[config.mk]
export PLATFORM = sky130hd
export DESIGN_NAME = rrf_alloc_ctrl
export DESIGN_NICKNAME = d
export VERILOG_FILES = /design/src/rtl/rrf_alloc_ctrl.sv
export SDC_FILE = /design/constraint.sdc
export NUM_CORES = 1
export LEC_CHECK = 0
export ABC_CLOCK_PERIOD_IN_PS = 5300
export CAP_MARGIN = 25
export CORE_MARGIN = 1
export CORE_UTILIZATION = 48
export DETAILED_ROUTE_END_ITERATION = 10
export PLACE_DENSITY = 0.8
export SYNTH_ARGS = -nofsm -noshare
export SYNTH_HDL_FRONTEND = slang
export SYNTH_SLANG_ARGS = --single-unit
[constraint.sdc]
create_clock -name clk -period 5.3 [get_ports clk]
set_input_delay 1.06 -clock clk [delete_from_list [all_inputs] [get_ports clk]]
set_output_delay 1.06 -clock clk [all_outputs]
set_load 0.01 [all_outputs]
[src/rtl/rrf_alloc_ctrl.sv]
// rtl/rrf_alloc_ctrl.sv - rename-register/ROB ring allocation controller with mispredict recovery
module rrf_alloc_ctrl #(
    parameter int RRF_NUM     = 64,
    parameter int RRF_SEL     = 6,
    parameter int RECOVER_CYC = 2
) (
    input  logic               clk,
    input  logic               reset,
    input  logic               req1,
    input  logic               req2,
    input  logic [1:0]         comnum,
    input  logic [RRF_SEL-1:0] comptr,
    input  logic               prmiss,
    output logic               stall,
    output logic               dp1,
    output logic               dp2,
    output logic [RRF_SEL-1:0] dp1_addr,
    output logic [RRF_SEL-1:0] dp2_addr,
    output logic [RRF_SEL-1:0] dispatchptr,
    output logic [RRF_SEL:0]   rrf_freenum,
    output logic               recovering,
    output logic               err_proto,
    output logic               err_ovf
);

    typedef enum logic {RUN, RECOVER} state_t;

    localparam logic [RRF_SEL:0] FULL     = (RRF_SEL+1)'(RRF_NUM);
    localparam logic [3:0]       CNT_INIT = 4'(RECOVER_CYC - 1);

    state_t           state;
    logic [3:0]       cnt;
    logic [1:0]       need;
    logic [1:0]       alloc;
    logic [RRF_SEL:0] occupied;
    logic [RRF_SEL+1:0] sum;
    logic             ovf;

    assign need  = {1'b0, req1} + {1'b0, req1 & req2};
    assign stall = prmiss | (state == RECOVER)
                 | ({{(RRF_SEL-1){1'b0}}, need} > rrf_freenum);
    assign dp1   = req1 & ~stall;
    assign dp2   = req1 & req2 & ~stall;
    assign alloc = {1'b0, dp1} + {1'b0, dp2};

    assign dp1_addr = dispatchptr;
    assign dp2_addr = dispatchptr + RRF_SEL'(1);

    // Grant only ever consumes registered free entries, so free - alloc never underflows.
    assign occupied = FULL - rrf_freenum;
    assign ovf      = {{(RRF_SEL-1){1'b0}}, comnum} > occupied;
    assign sum      = {1'b0, rrf_freenum} - {{RRF_SEL{1'b0}}, alloc}
                    + {{RRF_SEL{1'b0}}, comnum};

    always_ff @(posedge clk) begin
        if (reset) begin
            state       <= RUN;
            cnt         <= '0;
            dispatchptr <= '0;
            rrf_freenum <= FULL;
            recovering  <= 1'b0;
            err_proto   <= 1'b0;
            err_ovf     <= 1'b0;
        end else begin
            if (req2 && !req1)
                err_proto <= 1'b1;
            if (prmiss) begin
                state       <= RECOVER;
                recovering  <= 1'b1;
                cnt         <= CNT_INIT;
                dispatchptr <= comptr;
                rrf_freenum <= FULL;
            end else if (state == RECOVER) begin
                // Follow the commit pointer until restart; commits are implied by the flush.
                dispatchptr <= comptr;
                rrf_freenum <= FULL;
                if (cnt == 4'd0) begin
                    state      <= RUN;
                    recovering <= 1'b0;
                end else begin
                    cnt <= cnt - 4'd1;
                end
            end else begin
                dispatchptr <= dispatchptr + {{(RRF_SEL-2){1'b0}}, alloc};
                rrf_freenum <= (sum > {1'b0, FULL}) ? FULL : sum[RRF_SEL:0];
                if (ovf)
                    err_ovf <= 1'b1;
            end
        end
    end

endmodule

# Word-level counts from Yosys, hierarchy flattened
# Index checks and enable logic that the tools add are counted.
# totals
in_bits,13
elab_cells,51
regBits,21
output_inout_bits,31
# op_classes
addsub,8
order_cmp,3
n_eq_ne,1
bitwise,9
muxes,11
reduce_logical,11
# ops
operator,n
greater-than comparator 2 x 7 -> 1 bit,2
2-to-1 mux 6 bit,2
2-to-1 mux 1 bit,9
adder 8 x 2 -> 8 bit,1
"greater-than comparator 8 x 7 -> 1 bit, second input constant",1
subtractor 7 x 2 -> 8 bit,1
"subtractor 7 bit, first input constant",1
"adder 6 x 1 -> 6 bit, second input constant",1
adder 6 x 2 -> 6 bit,1
AND reduction 2 bit,3
adder 1 x 1 -> 2 bit,2
zero test 4 bit,1
NOT 1 bit,4
nonzero test 2 bit,2
OR reduction 4 bit,1
"subtractor 4 x 1 -> 4 bit, second input constant",1
AND 1 bit,3
AND reduction 3 bit,1
"!= test 2 bit, second input constant",1
OR 1 bit,2
OR reduction 2 bit,1
logical AND 1 bit,1
zero test 1 bit,1

# Longest topological paths before layout
# Gate-level depths: netlist of the first run.
# logic_depth
depth_word,11
mapped_depth,17
mapped_depth_nobuf,17

# Least setup slack after synthesis of the first run
# Ideal clock, no wire load.
# synth_path
kind,input port to flip-flop
startpoint,input port req1
endpoint,register rrf_freenum[2]
n_path_buf,0
setup_slack_ps,550
required_time_ps,5171
t_arrival_ps,4621
setup_ps,129
cell_stages,15
cell_sequence,nand2_1 inv_1 ha_1 a21oi_1 o41ai_1 nor2_1 ha_1 fa_1 inv_1 fa_1 a21oi_1 o21bai_1 a221oi_1 xor2_1 nor3_1
# synth_via
elab_chain_cells,11
word_cells_on_any_way,12
cone_classes,4 x add/sub; 2 x order compare; 5 x bitwise; 1 x reduce/logical
# synth_lines
element,line_no,text
"start, declared",9,"input logic req1,"
AND 1 bit,39,"assign need = {1'b0, req1} + {1'b0, req1 & req2};"
adder 1 x 1 -> 2 bit *,39,
greater-than comparator 2 x 7 -> 1 bit *,41,"| ({{(RRF_SEL-1){1'b0}}, need} > rrf_freenum);"
OR 1 bit *,41,
net stall,14,"output logic stall,"
NOT 1 bit *,43,assign dp2 = req1 & req2 & ~stall;
AND 1 bit *,43,
net dp2,16,"output logic dp2,"
adder 1 x 1 -> 2 bit *,44,"assign alloc = {1'b0, dp1} + {1'b0, dp2};"
subtractor 7 x 2 -> 8 bit *,52,"assign sum = {1'b0, rrf_freenum} - {{RRF_SEL{1'b0}}, alloc}"
adder 8 x 2 -> 8 bit *,53,"+ {{RRF_SEL{1'b0}}, comnum};"
greater-than comparator 8 x 7 -> 1 bit,85,"rrf_freenum <= (sum > {1'b0, FULL}) ? FULL : sum[RRF_SEL:0];"
OR reduction 4 bit (no line),-,
"end signal, assigned",85,
"end, declared",20,"output logic [RRF_SEL:0] rrf_freenum,"
# Mark *: on every way through the listed nets, which the timed path passes. The rest lies on a longest branch.
# A chain may end at the register's enable or synchronous reset.

# Worst setup path in the final report of the first run
# layout_path
startpoint,input port req1
endpoint,register rrf_freenum[2]
# layout_via
elab_chain_cells,11
word_cells_on_any_way,12
cone_classes,4 x add/sub; 2 x order compare; 5 x bitwise; 1 x reduce/logical
# layout_lines
element,line_no
AND 1 bit,"39, 43"
adder 1 x 1 -> 2 bit,39
greater-than comparator 2 x 7 -> 1 bit,41
OR 1 bit,41
NOT 1 bit,"42, 43"
AND 1 bit (on tied branches),"42, 43"
adder 1 x 1 -> 2 bit *,44
subtractor 7 x 2 -> 8 bit *,52
adder 8 x 2 -> 8 bit *,53
greater-than comparator 8 x 7 -> 1 bit,85
OR reduction 4 bit (no line),-
# Every way passes the cells marked *; elsewhere a longest branch is shown, timed or not.

==> impl_metrics.py, run 1 <==
metrics = {
    "run_status": {
        "status": "finished clean",
    },
    "detailed_routing": {
        "drt-pass1-iter-count": 4,
        "drt_wl_total_um": 3330,
        "vias": 1426,
        "vias_per_cell": 5.06,
        "route.detailed.drc": 0,
        "ant_nets": 0,
        "drt_first_iter_violations": 48,
        "wl_per_cell_um": 11.8,
    },
    "grt": {
        "grt_max_degree": 17,
        "antenna_found_initial": 0,
        "grt_pass1_wl_um": 5420,
        "grt-ovfl-total": 0,
        "grt_pass1_vias": 1229,
        "gr-usage-all-layers_pct": 20.0,
    },
    "clock_tree": {
        "cts_buffers": 3,
        "root_buffer": "clkbuf_4",
        "cts_setup_buffers": 0,
        "clkSlewWorstSetupHoldPaths_ns": 0.13,
        "cts.sinks": 21,
        "htreeDepth": 1,
        "holdBufCountCts": 0,
        "cts_resized": 0,
        "clkLatencyLatePin_ns": 0.31,
        "cts_tree": "done",
        "cts_max_path_buffers": 2,
    },
    "power": {
        "p_comb_share_pct": 66.7,
        "power_switching_w": 0.000408,
        "totalPowerFinal_w": 0.000903,
        "clkPwrFrac_pct": 8.8,
        "p_leak_nw": 0.841,
        "p_sw_share_pct": 45.2,
        "p_per_area_mw_per_mm2": 438,
        "peakVddDrop_mv": 0.283,
        "pwr-share-seq_pct": 24.6,
        "intPower_w": 0.000495,
    },
    "setup_path": {
        "arrival_ns": 5.04,
        "crit_type": "primary input to register",
        "rrSetupSlack_ns": 1.28,
        "cp-start-kind": "primary input",
        "startpoint": "req1",
        "cp.required_ns": 5.49,
        "cp-end-kind": "register",
        "r2r_start": "rrf_freenum[2]",
        "crit_fanout": 4,
    },
    "timing": {
        "setup_violations": 0,
        "skew_ns": 0.0163,
        "rsz0062_at_grt": "false",
        "slew_viol_final": 0,
        "worst_slew_margin_rel_pct": 59.3,
        "worstMarginPinSlew_ns": 0.609,
        "max_freq_ghz": 0.206,
        "finalHoldWorstSlack_ns": 0.487,
        "fin_tns_setup_ns": 0,
        "min_period_ns": 4.85,
        "fin_crit_sh_pct": 91.5,
        "hold_viol_final": 0,
    },
    "cells_and_area": {
        "fill_cells": 262,
        "antenna_cells": 0,
        "nets": 277,
        "layout-drive-gt1-share_pct": 2.94,
        "areaGrowthSynthToFinish_pct": 27.8,
        "fin_area_mm2": 0.00206,
    },
    "floorplan": {
        "core-area_mm2": 0.00313,
        "rows": 20,
        "die_h_um": 60.0,
        "fp.dieArea_mm2": 0.00360,
        "start_util_pct": 51.6,
        "ios": 44,
        "die_width_um": 60.0,
    },
    "worst_hold_path": {
        "hp-class": "register to register",
        "min-delay-start": "err_proto",
    },
    "placement": {
        "gp_congestion": 0.899,
        "port_buffers": 43,
        "dpl.hpwl_um": 2680,
        "postPlaceCellArea_mm2": 0.00204,
    },
    "synth": {
        "yosysSeqAreaShare_pct": 26.0,
        "syn_nets": 237,
        "ys_types": 37,
        "syn_area_mm2": 0.00161,
        "synth.ff_latch_count": 21,
        "avgSynthCellArea_um2": 8.11,
        "yosys_warnings": 0,
        "netlist_instances": 199,
    },
    "run": {
        "drv_cap": 0,
    },
}
kinds of logic after synthesis:
group | Yosys count | synth area share, %
buffers and inverters | 37 | 10.9
XOR/XNOR | 17 | 9.22
adder cells (fa/ha/maj) | 25 | 20.8
flip-flops | 21 | 26.0
AO/OA/AOI/OAI | 31 | 12.7
AND/OR/NAND/NOR | 68 | 20.3
through the flow:
step	utilization (%)	setup WS [ns]	instances
final	66.0	0.448	282
after global placement	65.1	0.260	278
after detailed placement	65.1	0.143	278
after global routing	66.0	0.210	282
after CTS	66.0	0.448	282
after floorplan	-	0.550	199
synthesized netlist by cell type:
library cell  count  area share [%]
xor2_1            7             3.8
nand3_1           8             2.5
clkbuf_1          1            0.23
o31a_1            1            0.54
nor3_1            9             2.8
inv_1            28             6.5
a311oi_1          1            0.54
or2_1             2            0.78
o21bai_1          1            0.47
a21o_1            1            0.47
o21ai_0           1            0.31
a21oi_1          14             4.3
o211ai_1          1            0.47
a21oi_2           1            0.54
nor4_2            1            0.78
buf_6             2             1.4
or3_1             2            0.78
ha_1             22              17
nor2b_1           2            0.78
nand2_1          14             3.3
nor2_1           22             5.1
dfxtp_1          21              26
a221oi_1          2             1.1
a2111oi_0         2             1.1
nor3b_1           2            0.93
buf_4             6             2.8
o31ai_1           1            0.47
or4_1             1            0.47
a211oi_1          2            0.93
nand2b_1          2            0.78
nor4bb_1          1            0.62
a31oi_1           1            0.39
o32ai_1           1            0.54
fa_1              3             3.7
o41ai_1           1            0.54
xnor2_1          10             5.4
and3_1            2            0.78
final timing paths:
| kind | to | depth (start not counted) |
|---|---|---|
| worst min register to register | err_proto | 2 |
| worst max-delay path | rrf_freenum[2] | 16 |
| worst min-delay path | err_proto | 2 |
| worst max register to register | rrf_freenum[2] | 15 |
cell usage in the layout, fill, tap and decap left out, types with 2 or more instances in the layout:
cell | synthesis | routed
a2111oi_0 | 2 | 2
a211oi_1 | 2 | 2
a21oi_1 | 14 | 14
a221oi_1 | 2 | 2
and3_1 | 2 | 2
clkbuf_4 | 0 | 3
clkdlybuf4s50_1 | 0 | 43
dfxtp_1 | 21 | 21
fa_1 | 3 | 3
ha_1 | 22 | 22
inv_1 | 28 | 28
nand2_1 | 14 | 14
nand2b_1 | 2 | 2
nand3_1 | 8 | 8
nor2_1 | 22 | 22
nor2b_1 | 2 | 2
nor3_1 | 9 | 9
nor3b_1 | 2 | 2
or2_1 | 2 | 2
or3_1 | 2 | 2
xnor2_1 | 10 | 10
xor2_1 | 7 | 7
layer usage:
| metal | vias to the layer above | GRT usage, % | part of all wire [%] |
|---|---|---|---|
| li1 | 742 | - | - |
| met1 | 618 | 27.9 | 49 |
| met2 | 53 | 29.7 | 43 |
| met3 | 13 | 4.55 | 5.4 |
| met4 | 0 | 8.31 | 2.9 |
| met5 | - | 0 | 0 |
layout make-up:
cell class / count / area [µm²] / area share (%)
clock buffers: 3 / 22.5 / 1.09
well taps: 44 / 55.1 / 2.67
inverters: 28 / 105 / 5.09
clock inverters: 1 / 5.00 / 0.243
repair buffers: 44 / 438 / 21.2
multi-input cells: 141 / 1020 / 49.3
flip-flops and latches: 21 / 420 / 20.4
registers in the layout, indices dropped and copies added, names as in the netlist:
| register | flops |
|---|---|
| err_ovf | 1 |
| state | 1 |
| recovering | 1 |
| err_proto | 1 |
| cnt | 4 |
| rrf_freenum | 7 |
| dispatchptr | 6 |
worst max-delay path, cell delays in order:
cell,delay (ns)
clkdlybuf4s50_1,0.45
nand2_1,0.11
inv_1,0.05
ha_1,0.28
a21oi_1,0.06
o41ai_1,0.52
nor2_1,0.12
ha_1,0.27
fa_1,0.51
inv_1,0.07
fa_1,0.45
a21oi_1,0.16
o21bai_1,0.10
a221oi_1,0.41
xor2_1,0.31
nor3_1,0.11
power groups by stage:
| stage | clock (W) | sequential, W | combinational [W] |
|---|---|---|---|
| detailed placement | 0 | 0.000226 | 0.000595 |
| finish | 0.0000793 | 0.000222 | 0.000602 |
| CTS | 0.0000821 | 0.000222 | 0.000601 |
| global placement | 0 | 0.000226 | 0.000592 |
| global route | 0.0000895 | 0.000228 | 0.000673 |
| floorplan | 0 | 0.000229 | 0.000423 |
Power figures use the tool's default switching activity.
==> run 2, diff against run 1 <==
--- a/config.mk
+++ b/config.mk
@@ -5,11 +5,12 @@
 export SDC_FILE = /design/constraint.sdc
 export NUM_CORES = 1
 export LEC_CHECK = 0
-export ABC_CLOCK_PERIOD_IN_PS = 5300
+export ABC_CLOCK_PERIOD_IN_PS = 5550
 export CAP_MARGIN = 25
 export CORE_MARGIN = 1
 export CORE_UTILIZATION = 48
 export DETAILED_ROUTE_END_ITERATION = 10
+export HOLD_SLACK_MARGIN = 0.08
 export PLACE_DENSITY = 0.8
 export SYNTH_ARGS = -nofsm -noshare
 export SYNTH_HDL_FRONTEND = slang
==> constraint.sdc (replaced) <==
create_clock -name clk -period 5.55 [get_ports clk]
set_input_delay 1.11 -clock clk [delete_from_list [all_inputs] [get_ports clk]]
set_output_delay 1.11 -clock clk [all_outputs]
set_load 0.01 [all_outputs]
==> run 2 against run 1 <==
  * Non-clock buffer count did not move
  * Die area did not move
  * Sequential share of layout area barely moved
  * Utilization barely moved
  * Largest cell class unchanged
  * Sequential power fell by 5%
  * Routed wire length rose by 0.30%
  * Critical endpoint unchanged
  * Design area barely moved
  * Total power fell by 4.3%
  * Clock power fell by 2.6%
  * First-iteration DRC count fell by 10%
  * Clock skew fell by 0.0012 ns
  * Global-route usage fell by 0.22 points
==> impl_metrics.py, run 2 (synthesized netlist as in run 1, its figures left out) <==
metrics = {
    "setup_path": {
        "critical_path.endpoint": "rrf_freenum[2]",
        "crit_fanout": 4,
        "startpoint": "req1",
        "r2r_end": "rrf_freenum[2]",
        "cp-end-kind": "register",
        "cp-start-kind": "primary input",
        "r2r_start": "rrf_freenum[2]",
        "crit_type": "primary input to register",
        "cp.required_ns": 5.74,
        "rrSetupSlack_ns": 1.52,
        "ff2ff_path_depth": 15,
        "arrival_ns": 5.11,
    },
    "cells_and_area": {
        "largest-register": "rrf_freenum",
        "final_common_cell": "clkdlybuf4s50_1",
        "nets": 277,
        "final_util_pct": 65.9,
        "top_regs": "rrf_freenum x7, dispatchptr x6, cnt x4",
        "areaGrowthSynthToFinish_pct": 27.8,
        "largest_reg_flops": 7,
        "layout_common_cells": "43 x clkdlybuf4s50_1, 28 x inv_1, 22 x nor2_1, 22 x ha_1, 21 x dfxtp_1",
        "fill_cells": 256,
        "antenna_cells": 0,
        "layout-drive-gt1-share_pct": 2.52,
    },
    "clock_tree": {
        "clkLatencyLatePin_ns": 0.32,
        "root_buffer": "clkbuf_4",
        "cts.sinks": 21,
        "clkSlewWorstSetupHoldPaths_ns": 0.13,
        "cts_resized": 0,
        "cts_tree": "done",
        "cts_max_path_buffers": 2,
        "htreeDepth": 1,
        "cts_buffers": 3,
        "cts_setup_buffers": 0,
        "holdBufCountCts": 0,
    },
    "timing": {
        "max_freq_ghz": 0.203,
        "rsz0062_at_grt": "false",
        "min_period_ns": 4.92,
        "skew_ns": 0.0151,
        "fin_crit_sh_pct": 88.6,
        "layout_setup_ws_ns": 0.633,
        "slew_viol_final": 0,
        "worstMarginPinSlew_ns": 0.646,
        "setup_violations": 0,
        "hold_viol_final": 0,
        "fin_tns_setup_ns": 0,
        "worst_slew_margin_rel_pct": 56.8,
    },
    "placement": {
        "dpl.hpwl_um": 2630,
        "gp_congestion": 0.903,
        "pre_cts_ws_ns": 0.335,
        "port_buffers": 43,
    },
    "power": {
        "p_sw_share_pct": 45.2,
        "p_comb_share_pct": 66.5,
        "intPower_w": 0.000474,
        "peakVddDrop_mv": 0.354,
        "p_per_area_mw_per_mm2": 419,
        "pwr-share-seq_pct": 24.6,
        "power_switching_w": 0.000390,
        "clkPwrFrac_pct": 8.9,
        "p_leak_nw": 0.838,
    },
    "floorplan": {
        "rows": 20,
        "fp.dieArea_mm2": 0.00360,
        "core-area_mm2": 0.00313,
        "start_util_pct": 51.6,
        "die_width_um": 60.0,
        "die_h_um": 60.0,
        "ios": 44,
    },
    "grt": {
        "gr-usage-all-layers_pct": 19.8,
        "grt_pass1_vias": 1233,
        "grt-ovfl-total": 0,
        "antenna_found_initial": 0,
        "grt_max_degree": 17,
        "grt_pass1_wl_um": 5360,
    },
    "detailed_routing": {
        "drt_first_iter_violations": 43,
        "vias": 1415,
        "drt_wl_total_um": 3340,
        "ant_nets": 0,
        "vias_per_cell": 5.02,
        "wl_per_cell_um": 11.8,
        "drt-pass1-iter-count": 4,
        "route.detailed.drc": 0,
    },
    "worst_hold_path": {
        "hp-class": "register to register",
    },
    "run_status": {
        "status": "finished clean",
    },
    "run": {
        "drv_cap": 0,
    },
}
run 2: cell count changes in the layout (fill, tap and decap cells not counted), sizes merged:
cell    change
clkinv      -1
clkbuf      +1
run 2: worst max-delay path, stage by stage:
cell,delay [ns]
clkdlybuf4s50_1,0.45
nand2_1,0.12
inv_1,0.05
ha_1,0.28
a21oi_1,0.06
o41ai_1,0.51
nor2_1,0.12
ha_1,0.27
fa_1,0.49
inv_1,0.07
fa_1,0.45
a21oi_1,0.17
o21bai_1,0.11
a221oi_1,0.43
xor2_1,0.32
nor3_1,0.12
run 2: cell type report:
type / instances / area, µm² / area share [%]
flip-flops and latches: 21 / 420 / 20.4
well taps: 44 / 55.1 / 2.67
repair buffers: 44 / 438 / 21.2
clock buffers: 4 / 26.3 / 1.27
inverters: 28 / 105 / 5.10
multi-input cells: 141 / 1020 / 49.3
run 2: through the flow:
step | total power, W | hold slack, ns | cell area (µm²) | instances
after global placement | 0.000780 | 0.453 | 2040 | 278
after CTS | 0.000862 | 0.487 | 2060 | 282
after floorplan | 0.000623 | 0.488 | 1610 | 199
after detailed placement | 0.000781 | 0.457 | 2040 | 278
final | 0.000864 | 0.486 | 2060 | 282
after global routing | 0.000948 | 0.531 | 2060 | 282
run 2: power groups by stage:
| stage | Combinational (W) | Clock [W] | Sequential [W] |
|---|---|---|---|
| final | 0.000574 | 0.0000772 | 0.000212 |
| after global placement | 0.000565 | 0 | 0.000215 |
| after CTS | 0.000570 | 0.0000792 | 0.000213 |
| after detailed placement | 0.000564 | 0 | 0.000216 |
| after global routing | 0.000644 | 0.0000857 | 0.000218 |
| after floorplan | 0.000404 | 0 | 0.000219 |
run 2: how the worst min path moves through the flow:
stage | startpoint | to | cells past startpoint
after detailed placement | err_proto | err_proto | 2
after global placement | err_proto | err_proto | 2
after CTS | err_proto | err_proto | 2
after global routing | err_proto | err_proto | 2
after floorplan | cnt[1] | cnt[1] | 2
final | err_proto | err_proto | 2
run 2: layer usage:
metal  routed length (µm)  up-vias  part of all wire [%]  GRT usage [%]
met4                   97        0                   2.9           7.97
met1                 1620      603                    49           26.4
met2                 1380       58                    41           30.6
met5                    0        -                     0              0
met3                  239       11                   7.2           4.76
li1                     -      743                     -              -
==> edit 1 (config.mk and constraints of run 1) <==
Register the output `err_ovf` once more, with the module's reset; this adds one clock of latency there. The other outputs are not delayed to match.
--- a/src/rtl/rrf_alloc_ctrl.sv
+++ b/src/rtl/rrf_alloc_ctrl.sv
@@ -27,6 +27,8 @@
 
     localparam logic [RRF_SEL:0] FULL     = (RRF_SEL+1)'(RRF_NUM);
     localparam logic [3:0]       CNT_INIT = 4'(RECOVER_CYC - 1);
+
+    logic err_ovf_s0;
 
     state_t           state;
     logic [3:0]       cnt;
@@ -60,7 +62,7 @@
             rrf_freenum <= FULL;
             recovering  <= 1'b0;
             err_proto   <= 1'b0;
-            err_ovf     <= 1'b0;
+            err_ovf_s0  <= 1'b0;
         end else begin
             if (req2 && !req1)
                 err_proto <= 1'b1;
@@ -84,8 +86,16 @@
                 dispatchptr <= dispatchptr + {{(RRF_SEL-2){1'b0}}, alloc};
                 rrf_freenum <= (sum > {1'b0, FULL}) ? FULL : sum[RRF_SEL:0];
                 if (ovf)
-                    err_ovf <= 1'b1;
+                    err_ovf_s0 <= 1'b1;
             end
+        end
+    end
+
+    always_ff @(posedge clk) begin
+        if (reset) begin
+            err_ovf <= '0;
+        end else begin
+            err_ovf <= err_ovf_s0;
         end
     end
 
Check against the original RTL: not equivalent (Yosys sat finds a counterexample within 4 cycles, from zero or initial values and one cycle with reset high).
==> edit 1 against run 1 <==
  * Global-route usage increased by 0.92 points
  * Count of clock-buffer cells in the layout unchanged
  * Routed wire length increased by 7.0%
  * Area after synthesis increased by 1.2%
  * Sequential cell count increased by 1
  * Setup slack improved by 0.21 ns
  * Die area increased by 1.1%
  * Cell area increased by 2.5%
  * Power increased by 5.3%
  * Hold slack improved by 0.0080 ns
  * Critical path type unchanged
  * Maximum frequency increased by 4.4%
  * Critical path depth unchanged
==> edit 1: results (changes against run 1) <==
{| class="wikitable"
! Metric !! Value
|-
| Share of final-layout standard cells stronger than drive strength 1 || 2.49% (-0.45 points)
|-
| Most common library cells after synthesis || sky130_fd_sc_hd__inv_1, sky130_fd_sc_hd__dfxtp_1, sky130_fd_sc_hd__ha_1
|-
| Global-route wire length before repair || 5.68 mm (+4.7%)
|-
| Mapped Nets || 241 (+1.7%)
|-
| Via count normalized by instance count || 5.07 (+0.20%)
|-
| Slew @ Worst Pin || 0.615 ns (+0.00566 ns)
|-
| Post-layout net count || 280 (+1.1%)
|-
| ANT cells || 0 (unchanged)
|-
| Leak pwr || 0.850 nW (+1.1%)
|-
| Placed wire-length estimate || 2.83 mm (+5.6%)
|-
| Cell area after synthesis || 0.00163 mm2 (+1.2%)
|-
| Final weighted congestion in routability-driven placement || 0.938 (+4.4%)
|-
| Worst clock skew on the final layout || 0.00475 ns (-0.0116 ns)
|-
| Cell types occupying the most area after synthesis || sky130_fd_sc_hd__dfxtp_1, sky130_fd_sc_hd__ha_1, sky130_fd_sc_hd__inv_1
|-
| Combined global-route utilization of all metal layers || 21.0% (+0.92 points)
|-
| Data arrival time at the worst-slack endpoint || 4.85 ns (-0.19 ns)
|-
| Fraction of the yosys area taken by sequential cells || 27.0% (+0.93 points)
|-
| Switching Fraction || 42.8% (-2.4 points)
|-
| Pre-CTS worst setup slack || 0.335 ns (+0.192 ns)
|-
| Setup bufs post-CTS || 0 (unchanged)
|-
| Vias in the first global route || 1299 (+5.7%)
|-
| Post-Layout Cell Count || 285 (+1.1%)
|-
| Top FF cell, synth || sky130_fd_sc_hd__dfxtp_1
|-
| Syn Area/Cell || 8.04 um2 (-0.83%)
|-
| Total wirelength of the detailed-routed design || 3.56 mm (+7.0%)
|-
| Share of the synthesized netlist area taken by xor and xnor gates || 9.12% (-0.11 points)
|-
| Adder-cell share of the synthesized area || 20.5% (-0.24 points)
|-
| Placed cell areas || 0.00206 mm2 (+1.4%)
|-
| Largest net degree at the start of global routing || 18 (+1)
|-
| Count of different cell masters after synthesis || 34 (-8.1%)
|-
| Worst-case vdd ir drop || 324 uV (+14%)
|-
| Synthesized-area fraction occupied by ao, oa, aoi and oai cells || 12.5% (-0.22 points)
|-
| Run status || finished clean
|}
[edit 1: final timing paths]
kind	startpoint	cells after the start	slack [ns]	to
worst min register to register	err_proto$_SDFFE_PP0P_	2	0.49	err_proto$_SDFFE_PP0P_
worst min-delay path	err_proto$_SDFFE_PP0P_	2	0.49	err_proto$_SDFFE_PP0P_
worst max register to register	rrf_freenum[2]$_SDFF_PP0_	15	1.40	rrf_freenum[4]$_SDFF_PP0_
worst max-delay path	req1	16	0.65	rrf_freenum[4]$_SDFF_PP0_
[edit 1: kinds of logic (layout without fill, tap and decap cells)]
kind of cell,count (synthesis),after routing
xor+xnor,17,17
flops,22,22
simple gates,69,69
compound gates,33,33
fa+ha+maj,25,25
buf+inv,37,75
[edit 1: final cells by class]
| class | instances | area (um2) | area share, % |
|---|---|---|---|
| multi-input cells | 144 | 1030 | 48.6 |
| flip-flops and latches | 22 | 440 | 20.8 |
| repair buffers | 44 | 438 | 20.7 |
| inverters | 27 | 101 | 4.79 |
| well taps | 44 | 55.1 | 2.60 |
| clock inverters | 1 | 30.0 | 1.42 |
| clock buffers | 3 | 22.5 | 1.06 |
[edit 1: power groups by stage]
| stage | registers, W | logic (W) | clock network (W) |
|---|---|---|---|
| 2_1_floorplan | 0.000239 | 0.000408 | 0 |
| 4_1_cts | 0.000234 | 0.000586 | 0.000135 |
| 3_3_place_gp | 0.000237 | 0.000572 | 0 |
| 5_1_grt | 0.000239 | 0.000655 | 0.000141 |
| 3_5_place_dp | 0.000238 | 0.000578 | 0 |
| 6_report | 0.000234 | 0.000587 | 0.000131 |
[edit 1: routing by layer]
metal / part of all wire, % / up-vias / global-route usage (%)
met5: 0 / - / 0
met4: 1.6 / 0 / 5.98
met3: 4.8 / 7 / 3.68
met2: 47 / 37 / 35.9
met1: 47 / 649 / 26.8
li1: - / 751 / -
==> edit 2 (settings of run 1) <==
Made on the original files. Set the parameter `RRF_SEL` to 5 (it was 6).
--- a/src/rtl/rrf_alloc_ctrl.sv
+++ b/src/rtl/rrf_alloc_ctrl.sv
@@ -1,7 +1,7 @@
 // rtl/rrf_alloc_ctrl.sv - rename-register/ROB ring allocation controller with mispredict recovery
 module rrf_alloc_ctrl #(
     parameter int RRF_NUM     = 64,
-    parameter int RRF_SEL     = 6,
+    parameter int RRF_SEL     = 5,
     parameter int RECOVER_CYC = 2
 ) (
     input  logic               clk,
Interface: changed (5 resized); port bits go from 44 to 39. The function was not compared with the original's and may differ.
==> edit 2 against run 1 <==
  * Sequential cell count down 2
  * Core utilization up 7.3 points
  * Highest routed layer unchanged
  * Critical endpoint is now dp2
  * Area after synthesis down 32%
  * First-iteration DRC count down 79%
  * Hold slack worse by 0.015 ns
  * Routed wire length down 32%
  * Via count down 34%
  * Setup slack better by 0.54 ns
  * Cell count down 32%
  * Non-clock buffer count down 6
  * Power down 65%
  * Cell area down 27%
  * Synthesized cell count down 36%
==> edit 2: results (changes against run 1) <==
{| class="wikitable"
! Metric !! Value
|-
| Run status || finished clean
|-
| Combined global-route utilization of all metal layers || 20.9% (+0.83 points)
|-
| Inverter count of the layout excluding clock inverters || 18 (-36%)
|-
| Switching Fraction || 28.6% (-17 points)
|-
| Clock network power || 0.0000726 W (-8.4%)
|-
| Combined flip-flop and latch cell area || 380 um2 (-9.5%)
|-
| Worst-path cell with the longest stage delay || sky130_fd_sc_hd__clkdlybuf4s50_1
|-
| Leading registers by flop count || rrf_freenum x6, dispatchptr x5, cnt x4
|-
| Setup slack of the worst register-to-register path || 2.27 ns (+0.99 ns)
|-
| Most common library cells after synthesis || sky130_fd_sc_hd__dfxtp_1, sky130_fd_sc_hd__inv_1, sky130_fd_sc_hd__ha_1
|-
| Count of different cell masters after synthesis || 32 (-14%)
|-
| Category of cells accounting for the largest share of critical-path delay || buffers and inverters
|-
| Endpoint of the worst hold path || err_ovf$_SDFFE_PP0P_
|-
| Vias in the first global route || 932 (-24%)
|-
| Met1 global-route usage || 25.2% (-2.6 points)
|-
| Depth of the worst register-to-register path || 11 (-4)
|-
| Via count normalized by instance count || 4.91 (-2.9%)
|-
| Worst-case vdd ir drop || 169 uV (-40%)
|-
| Endpoint of the lowest-slack register-to-register path || dispatchptr[4]$_SDFF_PP0_
|-
| Placed cell areas || 0.00148 mm2 (-27%)
|-
| Met2 wirelength from detailed routing || 1.15 mm (-20%)
|-
| Worst clock skew on the final layout || 0.00711 ns (-0.00922 ns)
|-
| Max Fanout on Critical Path || 3 (-1)
|-
| Grt met2 use || 37.2% (+7.5 points)
|-
| Layout clock area frac || 1.82% (+0.49 points)
|-
| Bufs w/o clock || 38 (-14%)
|-
| Largest net degree at the start of global routing || 13 (-4)
|}
==> edit 2: changes by cell type after synthesis, moves of 3 or more <==
cell	delta
sky130_fd_sc_hd__nor2_1	-15
sky130_fd_sc_hd__inv_1	-10
sky130_fd_sc_hd__ha_1	-9
sky130_fd_sc_hd__nand2_1	-7
sky130_fd_sc_hd__nor3_1	-6
sky130_fd_sc_hd__a21oi_1	-5
sky130_fd_sc_hd__nand3_1	-5
sky130_fd_sc_hd__xnor2_1	-4
sky130_fd_sc_hd__xor2_1	-4
sky130_fd_sc_hd__o21ai_0	+3
==> edit 2: per-stage QoR <==
step           total power (W)  setup slack, ns  instances  utilization (%)  hold slack, ns
5_1_grt               0.000338            0.889        193             73.2           0.498
3_3_place_gp          0.000246             1.07        189             71.9           0.444
6_report              0.000317            0.989        193             73.2           0.472
4_1_cts               0.000322            0.994        193             73.2           0.477
3_5_place_dp          0.000248             1.01        189             71.9           0.450
2_1_floorplan         0.000208             1.59        133                -           0.463
==> edit 2: how the worst max path moves through the flow <==
stage	from	endpoint	slack, ns	cells after the start
2_1_floorplan	req1	dispatchptr[4]$_SDFF_PP0_	1.59	11
3_3_place_gp	req1	dp2	1.07	7
3_5_place_dp	req1	dp2	1.01	7
4_1_cts	req1	dp2	0.99	7
5_1_grt	req1	dp2	0.89	7
6_report	req1	dp2	0.99	7
==> edit 2: worst min-delay path, stage by stage, from the launching register on <==
cell and delay (ns):
sky130_fd_sc_hd__dfxtp_1 0.34, sky130_fd_sc_hd__nand2b_1 0.06, sky130_fd_sc_hd__o41ai_1 0.05
==> edit 2: cell families after synthesis <==
group,synth area share (%)
other,0.340
buffers and inverters,11.0
flip-flops,34.5
XOR/XNOR,7.14
AND/OR/NAND/NOR,16.9
adder cells (fa/ha/maj),16.6
AO/OA/AOI/OAI,13.6
